**config.mk**
```make
export PLATFORM = sky130hd
export DESIGN_NAME = gcd_sched
export DESIGN_NICKNAME = d
export VERILOG_FILES = /design/src/rtl/gcd_sched.sv
export SDC_FILE = /design/constraint.sdc
export NUM_CORES = 1
export LEC_CHECK = 0
export ABC_AREA = 1
export CAP_MARGIN = 20
export CORE_MARGIN = 2
export CORE_UTILIZATION = 42
export DETAILED_ROUTE_END_ITERATION = 16
export GPL_TIMING_DRIVEN = 0
export PLACE_DENSITY = 0.78
export SETUP_SLACK_MARGIN = 0.05
export SLEW_MARGIN = 10
export SYNTH_ARGS = -nofsm -noshare
export SYNTH_HDL_FRONTEND = slang
export SYNTH_SLANG_ARGS = --single-unit
```
**constraint.sdc**
```tcl
create_clock -name clk -period 6 [get_ports clk]
set_input_delay 1.2 -clock clk [delete_from_list [all_inputs] [get_ports clk]]
set_output_delay 1.2 -clock clk [all_outputs]
set_load 0.02 [all_outputs]
```
**src/rtl/gcd_sched.sv**
```systemverilog
// gcd_sched: round-robin scheduler sharing one GCD engine among N requesters.
//
// Requests are granted one at a time, issued to the engine over a valid/ready
// operand bus, and each result is parked in a per-requester response slot until
// that requester consumes it. Requests with a == 0 are answered locally with b,
// because the engine never terminates on a == 0, b != 0.
//
// Ports:
//   clk, reset         clock (rising edge), asynchronous active-high reset
//   req_valid/ready    per-requester request handshake; req_ready is one-hot
//   req_data           requester i at [i*2W +: 2W], a in low W, b in high W
//   resp_valid/ready   per-requester result slot full / consume strobe
//   resp_data          slot i at [i*W +: W]
//   gcd_in_*           engine operand bus {b, a} with valid/ready
//   gcd_out_*          engine result pulse (no backpressure)
//   busy               high while an operation is being issued or awaited
//   owner              requester index of the current or last operation
//   last_lat           latency of the last operation, saturating at 0xFFFF
module gcd_sched #(
  parameter int unsigned N = 4,
  parameter int unsigned W = 16
) (
  input  logic                 clk,
  input  logic                 reset,
  input  logic [N-1:0]         req_valid,
  input  logic [N*2*W-1:0]     req_data,
  output logic [N-1:0]         req_ready,
  output logic [N-1:0]         resp_valid,
  output logic [N*W-1:0]       resp_data,
  input  logic [N-1:0]         resp_ready,
  output logic                 gcd_in_valid,
  output logic [2*W-1:0]       gcd_in_data,
  input  logic                 gcd_in_ready,
  input  logic                 gcd_out_valid,
  input  logic [W-1:0]         gcd_out_data,
  output logic                 busy,
  output logic [$clog2(N)-1:0] owner,
  output logic [15:0]          last_lat
);

  localparam int unsigned IdxW = $clog2(N);

  typedef enum logic [1:0] {StIdle, StIssue, StWait} state_e;

  state_e              state_q;
  logic [IdxW-1:0]     rr_ptr_q;
  logic [IdxW-1:0]     owner_q;
  logic [15:0]         last_lat_q;
  logic [15:0]         lat_cnt_q;
  logic                in_valid_q;
  logic [2*W-1:0]      in_data_q;
  logic [N-1:0]        resp_valid_q, resp_valid_d;
  logic [N*W-1:0]      resp_data_q, resp_data_d;

  logic [N-1:0]        elig;
  logic                gnt_found;
  logic [IdxW-1:0]     gnt_idx, scan_idx;
  logic [W-1:0]        gnt_a, gnt_b;
  logic                wr_en;
  logic [IdxW-1:0]     wr_idx;
  logic [W-1:0]        wr_data;

  function automatic logic [IdxW-1:0] wrap_inc(input logic [IdxW-1:0] i);
    if (32'(i) == N - 1) return '0;
    return i + 1'b1;
  endfunction

  // A slot being consumed this cycle still counts as full, so eligibility
  // looks at the registered slot state only.
  always_comb begin
    elig      = req_valid & ~resp_valid_q;
    gnt_found = 1'b0;
    gnt_idx   = rr_ptr_q;
    scan_idx  = rr_ptr_q;
    for (int unsigned k = 0; k < N; k++) begin
      if (!gnt_found && elig[scan_idx]) begin
        gnt_found = 1'b1;
        gnt_idx   = scan_idx;
      end
      scan_idx = wrap_inc(scan_idx);
    end
  end

  assign gnt_a = req_data[32'(gnt_idx) * 2 * W +: W];
  assign gnt_b = req_data[32'(gnt_idx) * 2 * W + W +: W];

  // Reset gates the strobe so it reads 0 while reset is held.
  always_comb begin
    req_ready = '0;
    if (state_q == StIdle && !reset && gnt_found) req_ready[gnt_idx] = 1'b1;
  end

  // Slot writes: local bypass result in IDLE, engine result in WAIT.
  always_comb begin
    wr_en   = 1'b0;
    wr_idx  = owner_q;
    wr_data = gcd_out_data;
    if (state_q == StIdle && gnt_found && gnt_a == '0) begin
      wr_en   = 1'b1;
      wr_idx  = gnt_idx;
      wr_data = gnt_b;
    end else if (state_q == StWait && gcd_out_valid) begin
      wr_en   = 1'b1;
      wr_idx  = owner_q;
      wr_data = gcd_out_data;
    end
    resp_valid_d = resp_valid_q & ~resp_ready;
    resp_data_d  = resp_data_q;
    if (wr_en) begin
      resp_valid_d[wr_idx]               = 1'b1;
      resp_data_d[32'(wr_idx) * W +: W]  = wr_data;
    end
  end

  always_ff @(posedge clk or posedge reset) begin
    if (reset) begin
      state_q      <= StIdle;
      rr_ptr_q     <= '0;
      owner_q      <= '0;
      last_lat_q   <= '0;
      lat_cnt_q    <= '0;
      in_valid_q   <= 1'b0;
      in_data_q    <= '0;
      resp_valid_q <= '0;
      resp_data_q  <= '0;
    end else begin
      resp_valid_q <= resp_valid_d;
      resp_data_q  <= resp_data_d;
      unique case (state_q)
        StIdle: begin
          if (gnt_found) begin
            owner_q   <= gnt_idx;
            lat_cnt_q <= '0;
            in_data_q <= {gnt_b, gnt_a};
            if (gnt_a == '0) begin
              last_lat_q <= 16'd1;
              rr_ptr_q   <= wrap_inc(gnt_idx);
            end else begin
              in_valid_q <= 1'b1;
              state_q    <= StIssue;
            end
          end
        end
        StIssue: begin
          if (gcd_in_ready) begin
            in_valid_q <= 1'b0;
            state_q    <= StWait;
          end
        end
        StWait: begin
          if (lat_cnt_q != 16'hFFFF) lat_cnt_q <= lat_cnt_q + 16'd1;
          if (gcd_out_valid) begin
            last_lat_q <= (lat_cnt_q == 16'hFFFF) ? 16'hFFFF : lat_cnt_q + 16'd1;
            rr_ptr_q   <= wrap_inc(owner_q);
            state_q    <= StIdle;
          end
        end
        default: state_q <= StIdle;
      endcase
    end
  end

  assign resp_valid   = resp_valid_q;
  assign resp_data    = resp_data_q;
  assign gcd_in_valid = in_valid_q;
  assign gcd_in_data  = in_data_q;
  assign busy         = (state_q != StIdle);
  assign owner        = owner_q;
  assign last_lat     = last_lat_q;

endmodule
```
# Yosys cells after proc, flatten, opt, wreduce, memory -nomap -nowiden
# Cells that the tools add are included.
dict set report totals {
  register_bits 139
  wordCells 140
}
dict set report op_classes {
  add_sub_neg 8
  n_lt_le_gt_ge 8
  n_eq_ne 15
  n_shift 4
  muxes 67
  n_bitwise 5
  n_reduce_logical 24
}
# op n
set ops {}
lappend ops {{$shiftx 128x8->16} 1}
lappend ops {{$shiftx 128x9->16} 1}
lappend ops {{$mux 16} 7}
lappend ops {{$bwmux 64} 1}
lappend ops {{$pmux 16 s2} 2}
lappend ops {{$shift 16x34->64 const A} 1}
lappend ops {{$shiftx 16x34->64} 1}
lappend ops {{$mux 2} 21}
lappend ops {{$neg 6->34} 1}
lappend ops {{$mux 1} 25}
lappend ops {{$lt 2x3->1 const B} 6}
lappend ops {{$add 16x1->16 const B} 1}
lappend ops {{$eq 16x16->1 const B} 1}
lappend ops {{$logic_not 16->1} 1}
lappend ops {{$ne 16x16->1 const B} 1}
lappend ops {{$eq 2x2->1 const B} 6}
lappend ops {{$reduce_and 4->1} 3}
lappend ops {{$add 2x1->2 const B} 5}
lappend ops {{$logic_and 1x1->1} 10}
lappend ops {{$add 7x5->8 const B} 1}
lappend ops {{$and 4x4->4} 2}
lappend ops {{$bmux 1 s2} 4}
lappend ops {{$mux 4} 2}
lappend ops {{$ne 2x2->1 const B} 4}
lappend ops {{14 further kinds} 23}

# Depth between registers and ports, before layout
dict set report logic_depth {
  word_depth 24
  ltp_mapped 35
}

# Least setup slack after synthesis
# No wires, ideal clock.
dict set report synth_path {
  path_type {in2out}
  from {input port reset}
  to {output port req_ready[0]}
  t_arrival_ns 4.970
  required_time_ns 4.800
  path_slack_ns -0.170
  cell_stages 3
  cell_sequence {inv_1 -> nand2_1 -> nor2_1}
}
dict set report synth_between {
  elab_chain_len 4
}
# item line
set synth_rtl {}
lappend synth_rtl {{from (decl)} 24} ;# input logic reset,
lappend synth_rtl {{$logic_not 1->1 (no source line)} -}
lappend synth_rtl {{$logic_and 1x1->1 (2 in a row)} 90} ;# if (state_q == StIdle && !reset && gnt_found) req_ready[gnt_idx] = 1'b1;
lappend synth_rtl {{$mux 4} 90}
lappend synth_rtl {{to (decl)} 27} ;# output logic [N-1:0] req_ready,
# No other way between the ends.

# Worst setup path after layout
dict set report layout_path {
  from {input port req_valid[1]}
  to {output port req_ready[0]}
}
dict set report layout_between {
  elab_chain_len 18
}
# item line
set layout_rtl {}
lappend layout_rtl {{from (decl)} 25} ;# input logic [N-1:0] req_valid,
lappend layout_rtl {{$and 4x4->4 (*)} 71} ;# elig = req_valid & ~resp_valid_q;
lappend layout_rtl {{$bmux 1 s2} 76} ;# if (!gnt_found && elig[scan_idx]) begin
lappend layout_rtl {{$mux 1 (implied by the code)} 76}
lappend layout_rtl {{$mux 1} 76}
lappend layout_rtl {{$logic_not 1->1} 76}
lappend layout_rtl {{$logic_and 1x1->1} 76}
lappend layout_rtl {{$mux 1} 76}
lappend layout_rtl {{$logic_not 1->1} 76}
lappend layout_rtl {{[... 2 more ...]} -}
lappend layout_rtl {{$logic_not 1->1} 76}
lappend layout_rtl {{$logic_and 1x1->1} 76}
lappend layout_rtl {{$mux 2} 76}
lappend layout_rtl {{$lt 2x3->1 (implied by the code) / $ge 2x1->1 (equally long branches)} 90}
lappend layout_rtl {{$logic_and 1x1->1 (implied by the code)} 90}
lappend layout_rtl {{$mux 1 (implied by the code)} 90}
lappend layout_rtl {{$demux 1 s2} 90}
lappend layout_rtl {{$mux 4 (*)} 90}
# Every way passes the cells marked *; elsewhere a longest branch is shown, timed or not. The select of a mux whose other input is x is not followed.

==> metrics list <==
- Detailed placement finished with a half-perimeter wire length of 22.4 mm.
- Across all hold checks on the routed design, the worst slack comes to 0.480 ns.
* Maximum level of the CTS H-tree: 4
- Antenna violations before repair: 0
* Routed wire length: between 20 and 30 mm
- Before CTS, the worst setup slack after placement is -0.0150 ns.
- Iteration count of the initial detailed-routing pass: 5
- Number of nets produced by synthesis: roughly 1300
* Worst Max-Slew Pin Slew: around 0.59 ns
- Top area cells in the synthesized netlist: dfrtp_1 (42%), nand2_1 (20%), nor2_1 (7.9%)
- Final std cells w/o fill: approximately 1800
- After synthesis, the largest family of logic cells by area is simple AND/OR/NAND/NOR gates.
- Pleak: around 6 nW
- After synthesis, the mean cell area works out to ~7.0 µm².
- For the final database, setup skew stands at 0.00973 ns.
* Xor/xnor cell area share of the yosys netlist: less than 1%
- Timing would allow up to ~0.18 GHz.
- Sequential share of the synthesized area: between 40% and 50%
- For this design the top-level I/O count stands at 280.
- Required time at the worst-slack endpoint: roughly 4.8 ns
- In the synthesized netlist the async set-or-reset flop fraction comes to between 90% and 100%.
* Via density per instance: around 5.0
- Setup repair after global routing left no endpoint under its margin.
- Via Count: between 8000 and 9000
* Worst setup path category: in2out
* Number of instances in the synthesized netlist: approximately 1200
- The clock period could shrink to between 5 and 6 ns.
* Share of synthesized area spent on multiplexers: 0%
- For this configuration, the core starts out at a cell density of between 40% and 50%.
- Compound-Gate Fraction of Synth Area: 7.33%
- Largest net degree at the start of global routing: 35
- At the end of the flow the core is filled with cells to between 60% and 70%.
- TritonCTS built the clock tree.
- Horizontal die dimension: between 100 and 150 µm
- In this run the remaining antenna-violating nets after routing total 0.
- The path class of the tightest hold or removal check is reg2reg.
* Largest area contributor in the netlist: dfrtp_1
- Total congestion overflow: 0
- Summed over all failing endpoints, the final setup total negative slack is 0 ns.
* Max-slew violation count: 0
- Placed cells: around 1700
- In this run the worst path has a maximum fanout of 17.
* Via count of the first global-routing pass: between 8000 and 9000
- In this run the biggest area consumer among cell types represents a little over two fifths of the synthesized area.
* Count of final hold-check violations: 0
- Type of destination of the critical path: primary output
- STA puts the critical path data arrival time at 4.37 ns.
- The net count of the finished layout is around 1600.
* Simple-gate area share of the yosys netlist: around two fifths
- The worst path meets setup with between 0.4 and 0.5 ns of slack.
* Outcome: finished clean
- Clock latency on the worst-skew pair: between 0.4 and 0.5 ns
- For this run, the total global-route usage over all layers was measured as 27.4%.
- Leading cell types by count after synthesis: nand2_1 (440), nor2_1 (173), dfrtp_1 (139)
* Ratio of cells with drive above 1 in the final layout: approximately 7.4%
- Summing the areas of all fa, ha and maj instances in the mapped netlist gives between 2 and 2.5% of the synthesized area.
- Counting the buffers created by CTS gives 17.
- Power spread over the standard cell area amounts to 656 mW/mm².
* Clock transition at the registers of the reported paths: about 0.060 ns
* Placeable core area: approximately 0.019 mm²
- The multi-input combinational cells in the finished layout cover a total of approximately 0.004 mm².
- Dividing the final minimum period by the clock period gives just over 90%.
- Count of clock tree sinks: 139
* Area Overhead vs Synth: 45.8%
* Most instantiated flip-flop cell in the synthesis netlist: dfrtp_1
- Buffers added to address setup during post-CTS repair amount to 0.
- Max-cap violations in this run came to 0.
- The filler cells instantiated in the layout total around 1700.
* Wire length of the first global-routing pass: about 44 mm
- The die is around 140 µm tall.
* Startpoint kind of the worst setup timing path: input pin
* Most common cell in the netlist: nand2_1
* Remaining routing DRC violations: 0
* Clock Tree Root: clkbuf_16
- Across the whole layout, storage elements account for 0.00348 mm².
- Clock tree buffer depth: 2
- The synthesized design contains 0 enable-type register cells.
- Largest vdd supply drop: between 0.5 and 0.6 mV
* Count of input and output buffers: about 280
- The die covers 0.0208 mm².
* Max_slew headroom: around 61%
* Detailed Route Iter0 Violations: 534
- Number of diodes added for antenna fixing: 0
* Count of yosys warnings during synthesis: 0
- Std cell rows: around 50
* Routed len/inst: approximately 16 µm
- Combined area of all synthesized cells: about 0.008 mm²
- Setup violations remaining at the end of the flow were counted as 0.
* Number of register bits inferred by synthesis: about 140
* Placer's final routability congestion estimate: just over 0.9
* Count of cell types in the netlist: 35
state kept, by name (all words and copies together), names as in the netlist:
register and count:
lat_cnt_q 16, gcd_in_valid 1, state_q 2, resp_data 64, owner 2, gcd_in_data 32, resp_valid 4, rr_ptr_q 2
last_lat 16
what timing repair did:
action                                  CTS  global route
hold buffers                              0             0
resized for setup                         0             4
endpoints found under the setup margin    0            24
worst paths after layout:
path	start	endpoint	slack [ns]	depth (start not counted)
worst max-delay path	req_valid[1]	req_ready[0]	0.43	16
worst min-delay path	resp_data[4]$_DFFE_PP0P_	resp_data[4]$_DFFE_PP0P_	0.48	2
worst max register to register	rr_ptr_q[0]$_DFFE_PP0P_	resp_data[51]$_DFFE_PP0P_	0.88	32
worst min register to register	resp_data[4]$_DFFE_PP0P_	resp_data[4]$_DFFE_PP0P_	0.48	2
max in group asynchronous	reset	state_q[1]$_DFFE_PP0P_	4.00	4
min in group asynchronous	reset	resp_data[19]$_DFFE_PP0P_	1.20	2
per-layer routing:
metal / part of all wire (%) / up-vias / GRT usage, %
li1: - / 4302 / -
met1: 42 / 4042 / 35.7
met2: 48 / 360 / 45.9
met3: 6.6 / 51 / 5.23
met4: 2.6 / 0 / 9.08
met5: 0 / - / 0
area by class of cell:
class	count	area share, %
Multi-Input combinational cell	887	33.9
Clock buffer	18	3.57
Buffer	54	2.68
Timing Repair Buffer	283	23.9
Clock inverter	13	1.20
Tap cell	265	2.76
Inverter	96	3.06
Sequential cell	139	28.9
logic make-up after synthesis:
logic type               after synthesis
buffers and inverters                152
XOR/XNOR                               9
adder cells (fa/ha/maj)               14
AO/OA/AOI/OAI                         99
AND/OR/NAND/NOR                      765
flip-flops                           139
placed cells by master (no fill, tap or decap), types with 12 or more instances in the layout:
cell type	n
a21oi_1	17
buf_2	14
clkbuf_1	22
clkbuf_16	17
clkdlybuf4s50_1	279
dfrtp_1	139
ha_1	14
inv_1	86
nand2_1	440
nand3_1	107
nor2_1	173
o21ai_0	47
o22ai_1	12
o32ai_1	15
report_power, final:
part,internal (W),switching [W]
combinational,0.00194,0.00341
sequential,0.00127,0.000227
clock,0.000611,0.000422
critical path, cell delays in order:
cell and delay (ns):
clkdlybuf4s50_1 0.48, nand2_1 0.09, nand2_1 0.12, nand3_1 0.11, nand2_1 0.15, nand4_4 0.14
nand2_2 0.11, nand2_4 0.07, nand2_4 0.12, buf_4 0.19, buf_2 0.25, clkinvlp_4 0.36
ha_1 0.33, inv_1 0.05, nor2_1 0.06, clkdlybuf4s50_1 0.54
through the flow:
step                      power, W  area, µm²
after global placement     0.00677      11400
after CTS                  0.00788      12000
after floorplan            0.00500       8250
after detailed placement   0.00683      11500
final                      0.00789      12000
after global routing       0.00852      12000
(Power assumes the default switching activity.)
